===== src/rtl/rename_regfile_pkg.sv =====
// Shared constants for the rename register file: boolean levels, zero words, default widths.
// Latency/backpressure: n/a (constants only).
package rename_regfile_pkg;

   localparam logic TRUE  = 1'b1;
   localparam logic FALSE = 1'b0;

   localparam int DEF_NUM_REGS  = 32;
   localparam int DEF_REG_IDX_W = 5;
   localparam int DEF_DATA_W    = 32;
   localparam int DEF_ROB_TAG_W = 4;
   localparam int DEF_NUM_RD    = 2;

   localparam logic [DEF_DATA_W-1:0]    ZERO_DATA    = '0;
   localparam logic [DEF_ROB_TAG_W-1:0] ZERO_TAG_ROB = '0;

endpackage


===== src/rtl/rename_regfile_rdport.sv =====
// Per-port operand read mux: x0 forcing, then same-cycle commit and CDB bypass over the table entry.
// Latency: combinational. Backpressure: none, a read is always answered.
module rename_regfile_rdport
   import rename_regfile_pkg::*;
#(
   parameter int REG_IDX_W = DEF_REG_IDX_W,
   parameter int DATA_W    = DEF_DATA_W,
   parameter int ROB_TAG_W = DEF_ROB_TAG_W
) (
   input  logic [REG_IDX_W-1:0] idx,
   input  logic [DATA_W-1:0]    ent_value,
   input  logic                 ent_busy,
   input  logic [ROB_TAG_W-1:0] ent_tag,
   input  logic                 cmt_valid,
   input  logic [REG_IDX_W-1:0] cmt_idx,
   input  logic [ROB_TAG_W-1:0] cmt_tag,
   input  logic [DATA_W-1:0]    cmt_value,
   input  logic                 cdb_valid,
   input  logic [ROB_TAG_W-1:0] cdb_tag,
   input  logic [DATA_W-1:0]    cdb_value,
   output logic [DATA_W-1:0]    rd_value,
   output logic [ROB_TAG_W-1:0] rd_tag,
   output logic                 rd_busy
);

   always_comb begin
      rd_value = ent_value;
      rd_tag   = '0;
      rd_busy  = FALSE;
      if (idx == '0) begin
         rd_value = '0;
      end else if (ent_busy) begin
         // Commit wins over CDB: it carries the architecturally final value.
         if (cmt_valid && (cmt_idx == idx) && (cmt_tag == ent_tag)) begin
            rd_value = cmt_value;
         end else if (cdb_valid && (cdb_tag == ent_tag)) begin
            rd_value = cdb_value;
         end else begin
            rd_busy = TRUE;
            rd_tag  = ent_tag;
         end
      end
   end

endmodule


===== src/rtl/rename_regfile.sv =====
// Architectural register file with ROB-tag renaming, N bypassed read ports and busy occupancy count.
// Latency: reads combinational, updates one cycle. Backpressure: rdy=0 freezes all state.
module rename_regfile
   import rename_regfile_pkg::*;
#(
   parameter int NUM_REGS  = DEF_NUM_REGS,
   parameter int REG_IDX_W = DEF_REG_IDX_W,
   parameter int DATA_W    = DEF_DATA_W,
   parameter int ROB_TAG_W = DEF_ROB_TAG_W,
   parameter int NUM_RD    = DEF_NUM_RD
) (
   input  logic                          clk,
   input  logic                          rst,
   input  logic                          rdy,
   input  logic [NUM_RD*REG_IDX_W-1:0]   rd_idx,
   output logic [NUM_RD*DATA_W-1:0]      rd_value,
   output logic [NUM_RD*ROB_TAG_W-1:0]   rd_tag,
   output logic [NUM_RD-1:0]             rd_busy,
   input  logic                          ren_valid,
   input  logic [REG_IDX_W-1:0]          ren_idx,
   input  logic [ROB_TAG_W-1:0]          ren_tag,
   input  logic                          cdb_valid,
   input  logic [ROB_TAG_W-1:0]          cdb_tag,
   input  logic [DATA_W-1:0]             cdb_value,
   input  logic                          cmt_valid,
   input  logic [REG_IDX_W-1:0]          cmt_idx,
   input  logic [ROB_TAG_W-1:0]          cmt_tag,
   input  logic [DATA_W-1:0]             cmt_value,
   input  logic                          flush,
   output logic [REG_IDX_W:0]            busy_count
);

   logic [DATA_W-1:0]    values [NUM_REGS];
   logic [ROB_TAG_W-1:0] tags   [NUM_REGS];
   logic [NUM_REGS-1:0]  busy;

   logic ren_we;
   logic cmt_we;
   logic cmt_clr;
   logic cnt_inc;
   logic cnt_dec;
   logic [REG_IDX_W:0] busy_count_nxt;

   assign ren_we  = ren_valid && (ren_idx != '0);
   assign cmt_we  = cmt_valid && (cmt_idx != '0);
   assign cmt_clr = cmt_we && busy[cmt_idx] && (tags[cmt_idx] == cmt_tag);

   // A same-cycle rename of the committing register keeps it busy, so no decrement then.
   assign cnt_inc = ren_we && !busy[ren_idx];
   assign cnt_dec = cmt_clr && !(ren_we && (ren_idx == cmt_idx));

   always_comb begin
      busy_count_nxt = busy_count;
      if (flush) begin
         busy_count_nxt = '0;
      end else begin
         busy_count_nxt = busy_count + {{REG_IDX_W{1'b0}}, cnt_inc}
                                     - {{REG_IDX_W{1'b0}}, cnt_dec};
      end
   end

   always_ff @(posedge clk or negedge rst) begin
      if (!rst) begin
         for (int k = 0; k < NUM_REGS; k++) begin
            values[k] <= '0;
            tags[k]   <= '0;
         end
         busy       <= '0;
         busy_count <= '0;
      end else if (rdy) begin
         // The committing instruction is older than any flushing branch, so its value always lands.
         if (cmt_we) begin
            values[cmt_idx] <= cmt_value;
         end
         if (flush) begin
            busy <= '0;
            for (int k = 0; k < NUM_REGS; k++) begin
               tags[k] <= '0;
            end
         end else begin
            if (cmt_clr) begin
               busy[cmt_idx] <= FALSE;
            end
            if (ren_we) begin
               busy[ren_idx] <= TRUE;
               tags[ren_idx] <= ren_tag;
            end
         end
         busy_count <= busy_count_nxt;
      end
   end

   for (genvar p = 0; p < NUM_RD; p++) begin : g_rd
      logic [REG_IDX_W-1:0] idx;
      assign idx = rd_idx[p*REG_IDX_W +: REG_IDX_W];

      rename_regfile_rdport #(
         .REG_IDX_W (REG_IDX_W),
         .DATA_W    (DATA_W),
         .ROB_TAG_W (ROB_TAG_W)
      ) u_rdport (
         .idx       (idx),
         .ent_value (values[idx]),
         .ent_busy  (busy[idx]),
         .ent_tag   (tags[idx]),
         .cmt_valid (cmt_valid),
         .cmt_idx   (cmt_idx),
         .cmt_tag   (cmt_tag),
         .cmt_value (cmt_value),
         .cdb_valid (cdb_valid),
         .cdb_tag   (cdb_tag),
         .cdb_value (cdb_value),
         .rd_value  (rd_value[p*DATA_W +: DATA_W]),
         .rd_tag    (rd_tag[p*ROB_TAG_W +: ROB_TAG_W]),
         .rd_busy   (rd_busy[p])
      );
   end

endmodule


===== config.mk =====
export PLATFORM = sky130hd
export DESIGN_NAME = rename_regfile
export DESIGN_NICKNAME = d
export VERILOG_FILES = /design/src/rtl/rename_regfile_pkg.sv /design/src/rtl/rename_regfile_rdport.sv /design/src/rtl/rename_regfile.sv
export SDC_FILE = /design/constraint.sdc
export NUM_CORES = 2
export LEC_CHECK = 0
export CAP_MARGIN = 20
export CORE_AREA = 2 2 528 530
export DETAILED_ROUTE_END_ITERATION = 8
export DIE_AREA = 0 0 530 532
export GPL_ROUTABILITY_DRIVEN = 0
export PLACE_DENSITY_LB_ADDON = 0.3
export SYNTH_ARGS = -nofsm -noshare
export SYNTH_HDL_FRONTEND = slang
export SYNTH_HIERARCHICAL = 1
export SYNTH_SLANG_ARGS = --single-unit

===== constraint.sdc =====
create_clock -name clk -period 11.2 [get_ports clk]
set_clock_uncertainty 0.1 [all_clocks]
set_input_delay 3.36 -clock clk [delete_from_list [all_inputs] [get_ports clk]]
set_output_delay 3.36 -clock clk [all_outputs]
set_load 0.05 [all_outputs]

==> reports/results.txt <==
Max VDD drop -> 0.0977 mV
Die width -> 530 um
Buffers plus inverters on the worst setup path -> 4
Postcts setup bufs -> 0
Synth Warn # -> 6
Synthesized area per cell -> 14.5 um2
GR Overflow Total -> 0
Drt pass-1 iters -> 7
Flops & latches, synth -> 1190
Routed via count -> 44800
Tot Pwr -> 12500 uW
Die area -> 282000 um2
Slowest stage cell, crit path -> or3b_2
NumNets Final -> 4794
First-pass GRT wire length -> 345 mm
Crit end category -> output port
Area grow syn2layout -> 16.6%
Commonest non-fill, non-tap cell in the layout -> dfrtp_1
Routed WL -> 238 mm
Remaining DRCs -> 0
Skew-Pair Late Insertion Delay -> 0.79 ns
Register area -> 29800 um2
Core area -> 276000 um2
Slew @ Worst Pin -> 1.22 ns
H-Tree Level Count -> 4
Max incr delay on CP -> 0.66 ns
Remaining antenna violation count -> 0
Delay-heaviest family, CP -> multiplexers
Mapped Area -> 68800 um2
Fin. Hold Viols -> 0
Longest Clk Path Bufs -> 3
Multi-input gate area -> 37000 um2
Part of the Yosys area used for sequential elements -> 43.3%
Hold-fix buffer count after cts -> 0
Min cycle time layout -> 10.98 ns
Initial Utilization -> 25.0%
Largest net degree at the start of global routing -> 172
Slew Viols, Final -> 0
Dpl hpwl -> 141 mm
Std cell rows -> 193
Pleak -> 0.0326 uW
Final setup viols -> 0
CTS tree -> built
Syn Nets -> 4869
Max Clk Rate -> 91.0 MHz
Layout cells sized above 1 -> 48.4%
Via/cell ratio -> 5.28
Async S/R FF share, synth -> 100%
Crit path kind -> in -> out
Max Cap Viol -> 0
Placed Area -> 75200 um2
Synth cell types -> 62
HP Class -> reg -> reg
PortBufs -> 182
WL per Instance -> 28.0 um
Status -> complete, no violations
Crit share post-route -> 98.1%
CTS Sinks -> 1190
Total global-route track usage -> 16.7%
Placed insts -> 8231
CTS Buf Count -> 140
Post-synth EDFFs -> 0
Layout fillers -> 27700
Worst-path cell chain -> buf_8 -> mux4_2 -> mux4_2 -> mux2_2 -> xor2_1 -> nor4_1 -> nand4_1 -> buf_4 -> or3b_2 -> nor2_1 -> buf_4 -> buf_12
Ys flop type -> dfrtp_1
Root Buffer -> clkbuf_16
Element type at the critical path start -> primary input
Post-Syn Instances -> 4759
Final instance area -> 80200 um2
Io pins -> 183
Die height -> 532 um
Critical Path Fanout Max -> 37
Non-filler cells, final -> 8497
Reg clk slew, reported paths -> 0.06 ns
CP arrival -> 7.52 ns
Setup TNS -> 0 ns
RSZ-0062 raised after global routing -> no
Iter 0 DRT Violations -> 3654
Post-cts resize count -> 0
PwrDens -> 156 nW/um2
Hold WS -> 0.294 ns
Slew Limit Headroom -> 18.5%
Initial antenna violation count -> 13
Most frequent cells in the layout -> 1190 x dfrtp_1, 1064 x mux2_2, 757 x mux4_2
Required @ worst endpoint -> 7.74 ns
Number of global-route vias before repair -> 46600
power breakdown:
part,internal [uW],switching (uW)
registers,4830,413
clock network,2730,1940
logic,1400,1200
total,8960,3550
sequential cells by signal, summed over array words and instances, names as in the netlist:
register	flops
values	1024
tags	128
busy	32
busy_count	6
final timing paths:
path / start / end / slack (ns) / depth (start not counted)
setup / recovery: rd_idx[0] / rd_tag[0] / 0.22 / 12
min in group asynchronous: rst / busy_count[0]$_DFFE_PN0P_ / 2.39 / 1
hold reg to reg: values[1014]$_DFFE_PN0P_ / values[1014]$_DFFE_PN0P_ / 0.29 / 0
max in group asynchronous: rst / values[878]$_DFFE_PN0P_ / 6.35 / 3
hold / removal: values[1014]$_DFFE_PN0P_ / values[1014]$_DFFE_PN0P_ / 0.29 / 0
setup reg to reg: tags[114]$_DFFE_PN0P_ / busy_count[5]$_DFFE_PN0P_ / 6.11 / 17
cell type report:
class	count	area share [%]
well taps	3705	5.78
repair buffers	317	5.01
flip-flops and latches	1190	37.1
multi-input cells	3004	46.1
clock buffers	205	5.15
diodes	4	0.0125
inverters	31	0.147
clock inverters	41	0.658
Yosys cell counts (12+ instances only):
master | count | area, um2
a21oi_1 | 79 | 395
a22oi_1 | 51 | 383
a31oi_1 | 14 | 87.6
buf_1 | 79 | 297
buf_2 | 81 | 405
clkbuf_1 | 360 | 1350
dfrtp_1 | 1190 | 29800
inv_1 | 30 | 113
mux2_2 | 1066 | 12000
mux2i_1 | 129 | 1290
mux4_2 | 757 | 17000
nand2_1 | 170 | 638
nand2b_1 | 130 | 813
nand3_1 | 34 | 170
nor2_1 | 105 | 394
nor2b_1 | 15 | 93.8
nor4_1 | 12 | 75.1
o21ai_0 | 104 | 521
o21ai_1 | 17 | 85.1
o221ai_1 | 64 | 561
o22ai_1 | 43 | 269
o2bb2ai_1 | 44 | 385
o311ai_1 | 12 | 105
xor2_1 | 26 | 228
through the flow:
step / util [%] / setup slack, ns
5_1_grt: 29.1 / 0.103
4_1_cts: 28.9 / 0.174
2_1_floorplan: - / 0.288
3_5_place_dp: 27.3 / 0.181
3_3_place_gp: 27.2 / 0.156
6_report: 29.1 / 0.215
kinds of logic after synthesis:
logic type / synth area share (%)
compound gates: 4.38
buf+inv: 3.36
xor+xnor: 0.458
fa+ha+maj: 0.138
flops: 43.3
mux: 44.1
simple gates: 4.29
routing by layer:
layer,track usage (%),part of all wire (%),vias to the layer above
met5,0,0.011,-
met4,4.91,2.8,4
met3,2.80,5.7,380
met2,27.2,48,1499
met1,22.6,43,24600
li1,-,-,18400
Power figures use the tool's default switching activity.
